<file path="src/rtl/reg_file_2r1w.sv">
// 32-entry, two-read/one-write register file with registered read data and RdValid.
// Define REG_FILE_WB_BYPASS_EN for write-first bypass on read/write collisions (default: read-first).
module reg_file_2r1w #(
  parameter int DATA_W   = 32,
  parameter int ADDR_W   = 5,
  parameter bit ZERO_REG = 1'b1
) (
  input  logic              Clk,
  input  logic              Rst_n,
  input  logic              RdEn,
  input  logic [ADDR_W-1:0] RdAddrA,
  input  logic [ADDR_W-1:0] RdAddrB,
  output logic [DATA_W-1:0] DataA,
  output logic [DATA_W-1:0] DataB,
  output logic              RdValid,
  input  logic              WrEn,
  input  logic [ADDR_W-1:0] WrAddr,
  input  logic [DATA_W-1:0] WrData
);

  localparam int DEPTH = 1 << ADDR_W;

  logic [DATA_W-1:0] mem [DEPTH];
  logic              wr_ok;
  logic [DATA_W-1:0] next_a;
  logic [DATA_W-1:0] next_b;

  // Writes to the hardwired zero register are dropped before they reach storage.
  assign wr_ok = WrEn && !(ZERO_REG && (WrAddr == '0));

  always_comb begin
    next_a = mem[RdAddrA];
    next_b = mem[RdAddrB];
`ifdef REG_FILE_WB_BYPASS_EN
    if (wr_ok && (WrAddr == RdAddrA)) next_a = WrData;
    if (wr_ok && (WrAddr == RdAddrB)) next_b = WrData;
`endif
    if (ZERO_REG && (RdAddrA == '0)) next_a = '0;
    if (ZERO_REG && (RdAddrB == '0)) next_b = '0;
  end

  always_ff @(posedge Clk or negedge Rst_n) begin
    if (!Rst_n) begin
      for (int i = 0; i < DEPTH; i++) mem[i] <= '0;
    end else if (wr_ok) begin
      mem[WrAddr] <= WrData;
    end
  end

  always_ff @(posedge Clk or negedge Rst_n) begin
    if (!Rst_n) begin
      DataA   <= '0;
      DataB   <= '0;
      RdValid <= 1'b0;
    end else begin
      RdValid <= RdEn;
      if (RdEn) begin
        DataA <= next_a;
        DataB <= next_b;
      end
    end
  end

endmodule

</file>
<file path="config.mk">
export PLATFORM = sky130hd
export DESIGN_NAME = reg_file_2r1w
export DESIGN_NICKNAME = d
export VERILOG_FILES = /design/src/rtl/reg_file_2r1w.sv
export SDC_FILE = /design/constraint.sdc
export NUM_CORES = 2
export LEC_CHECK = 0
export CAP_MARGIN = 15
export CORE_UTILIZATION = 50
export DETAILED_ROUTE_END_ITERATION = 12
export PLACE_DENSITY_LB_ADDON = 0.1
export SYNTH_ARGS = -nofsm -noshare
export SYNTH_HDL_FRONTEND = slang
export SYNTH_SLANG_ARGS = --single-unit
</file>
<file path="constraint.sdc">
create_clock -name Clk -period 2.16 [get_ports Clk]
set_clock_uncertainty 0.15 [all_clocks]
set_input_delay 0.432 -clock Clk [delete_from_list [all_inputs] [get_ports Clk]]
set_output_delay 0.432 -clock Clk [all_outputs]
set_load 0.03 [all_outputs]
</file>
==> summary.md <==
| Metric | Value |
|---|---|
| Fraction of registers with async set/reset | 100% |
| Cell area power density | 881 mW/mm² |
| DRC violations left | 0 |
| Area overhead of the layout relative to synthesis | 22.9% |
| Die ar. | 0.115 mm² |
| Clock input transition at the sequential cells of the worst setup and hold paths | 70 ps |
| Synth Flop Type | sky130_fd_sc_hd__dfrtp_1 |
| Fraction of the mapped netlist area in simple logic gates | 3.19% |
| Met3 track utilization from global routing | 5.62% |
| Sinks on the clock net | 1089 |
| Max frequency | 0.467 GHz |
| Flops & latches, synth | 1089 |
| Die span in x | 339 µm |
| Remaining max-slew budget at the tightest pin | 46.1% |
| Layer with the highest usage | met2 |
| Met2 demand-to-capacity share in global routing | 51.0% |
| Dominant combinational cell family by area after synthesis | multiplexers |
| Leakage power figure | 30.7 nW |
| Total overflow reported by the global router | 0 |
| Share of cell area taken by muxes after synthesis | 40.6% |
| Clock tree from TritonCTS | built |
| CTS Buf Count | 120 |
| Tcrit/Tclk final | 99.1% |
| Final Hold Viols | 0 |
| Synth Cell Area | 0.0566 mm² |
| Number of nets at the end of the flow | 4400 |
| Cells traversed along the worst timing path | clkdlybuf4s15_2 |
| Initial antenna violation count | 7 |
| Via count of the first global-routing pass | 39.5k |
| Startpoint of the worst-slack reg-to-reg timing path | mem[608] |
| Worst-path fanout max | 2 |
| Worst hold path class | input port to asynchronous set/reset pin |
| Maxcap violations | 0 |
| Die boundary height | 339 µm |
| Ys Warns | 0 |
| DR WL/cell | 31.8 µm |
| Final estimated routing congestion in global placement | 0.901 |
| Kind of cell with the highest combined delay on the critical path | flip-flops |
| Placeable core region | 0.112 mm² |
| Final routed wirelength across all metal layers | 189000 µm |
| Complex-gate fraction of the synthesized area | 4.80% |
| Worst Path Arrival | 1560 ps |
| Internal reg-to-reg setup slack | 110 ps |
| Effective utilization at floorplan | 50.4% |
| Count of endpoints failing setup in the final report | 0 |
| Critical path data required time | 1580 ps |
| Tightest hold margin | 113 ps |
| Portion of the post-synthesis area used by sequential elements | 48.1% |
| Cell count after synthesis | 4003 |
| Routing usage on met1 | 48.2% |
| Sort of element at the end of the critical path | output port |
| Post-synthesis cell type count | 38 |
| Routed via count divided by cell count | 6.44 |
| Number of buffers and inverters on the critical path | 1 |
| Antenna viol nets, final | 0 |
| Maximum number of pins on one net before global-route repair | 76 |
| Min cycle time layout | 2140 ps |
| HPWL Detailed | 130000 µm |
| Worst slew pin tran | 807 ps |
| Total global-route track usage | 33.4% |
| Maximum vdd ir drop | 0.671 mV |
| Total number of vias | 38.3k |
| Worst Setup Path Type | flop to output port |
| Std-Cell Rows | 123 |
| Insertion delay to the later sink of the worst-skew pair | 720 ps |
| Path depth of the worst reg2reg path | 5 |
| Num ports | 116 |
| Slew Viols, Final | 0 |
| Net count after synthesis | 4054 |
| CP max stage cell | sky130_fd_sc_hd__dfrtp_1 |
| Clock H-tree levels | 3 |
| Initial DRC count | 3232 |
| Setup repair after global routing missed its margin | no |
| Wire length of the first global-routing pass | 280000 µm |
| Result of the run | completed |
| End of the worst register-to-register path | DataB[0] |
| Fraction of the core area covered by cells at the end of the flow | 62.0% |
| Ratio of cells with drive above 1 in the final layout | 51.8% |
| Delay of the slowest critical-path stage | 490 ps |
| Filler Cell Count | 8604 |
| XOR/XNOR share of the synthesized area | 0% |
| Mapped Avg Cell Area | 14.1 µm² |
| EDFF count, synth | 0 |
| Clock root cell | sky130_fd_sc_hd__clkbuf_16 |
| # port buffers | 115 |
| Critical path startpoint category | flop |
| CTS Buffer Depth | 3 |
| First-pass iteration count of the detailed router | 5 |
| Post-Synth Adder-Cell Area | 0% |
[layout by cell type, fill, tap and decap left out, drive strengths merged, types with 60 or more instances in the layout]
cell type and count:
a2111oi 66, a21oi 62, a22o 60, buf 562, clkbuf 185, dfrtp 1089
mux2 1056, mux2i 378, mux4 324, nand2b 66, nor2 143, o211ai 62
o22ai 124, or4 64
[synthesized netlist by cell type (all sizes together) (4+ instances only)]
library cell | instances | area share [%]
a2111oi | 66 | 1.0
nor3b | 4 | 0.053
o211ai | 62 | 0.82
dfrtp | 1089 | 48
a21oi | 62 | 0.55
nor2 | 143 | 0.95
nand3b | 10 | 0.13
mux2 | 1056 | 21
nand2 | 16 | 0.11
o22ai | 124 | 1.4
or3 | 4 | 0.044
or4 | 64 | 0.85
mux2i | 378 | 6.7
nor4 | 4 | 0.044
buf | 151 | 1.4
nand3 | 4 | 0.035
clkbuf | 287 | 1.9
or3b | 5 | 0.077
a22o | 60 | 0.93
nor3 | 5 | 0.044
nand2b | 66 | 0.73
mux4 | 324 | 13
[logic make-up (layout without fill, tap and decap cells)]
group / Yosys count / in the layout
buf+inv: 440 / 883
mux: 1758 / 1758
compound gates: 382 / 382
flops: 1089 / 1089
simple gates: 334 / 334
other cells: 0 / 4
[where the power goes]
group	internal (mW)	switching, mW	total [mW]
registers	24.2	2.91	27.1
logic	7.60	5.37	13.0
clock network	12.6	8.61	21.2
total	44.4	16.9	61.3
[metrics by stage]
stage	setup TNS (ps)	power [mW]	instance area [µm²]	setup slack, ps	std cells
4_1_cts	-25.7	61.6	69600	-25.7	5943
5_1_grt	0	63.8	69600	5.00	5950
3_3_place_gp	-428070	39.9	65400	-674	5722
3_5_place_dp	-437840	40.4	65400	-700	5722
6_report	0	61.3	69600	19.2	5950
2_1_floorplan	-739	35.6	58100	-17.0	4003
[repair_timing]
item	CTS	global route
setup buffers	0	3
pin swaps	0	1
endpoints found under the setup margin	62	8
hold buffers	2	0
resized for setup	161	8
hold endpoints to repair	522	0
[registers in the layout, summed over array words and instances (netlist names)]
name,cells
mem,1024
RdValid,1
DataB,32
DataA,32
[per-layer routing]
layer / routed length, µm / part of all wire [%]
met5: 27 / 0.014
met4: 7140 / 3.8
met3: 13800 / 7.3
met2: 86200 / 45
met1: 82300 / 43
[worst max-delay path by stage]
stage / endpoint / startpoint / cells after the start
floorplan: DataB[0] / RdAddrB[0] / 7
global placement: mem[240] / WrEn / 5
detailed placement: DataB[26] / RdAddrB[4] / 7
CTS: DataA[2] / DataA[2] / 1
global route: DataB[0] / DataB[0] / 1
finish: DataB[25] / DataB[25] / 1
[worst reg2reg max path, delay by kind of cell, from the launching register on]
family	cells	cell delay, ps
mux	2	760
compound gates	2	430
flops	1	410
buf+inv	1	180
[area by class of cell]
class	count	area [µm²]	share of cell area, %
multi-input combinational	2474	29000	41.6
sequential	1089	27300	39.2
antenna	4	10.0	0.0144
tap	1500	1880	2.70
clock buffer	185	3690	5.30
clock inverter	34	400	0.575
timing repair buffer	662	7380	10.6
inverter	2	7.51	0.0108
Power figures use the tool's default switching activity.
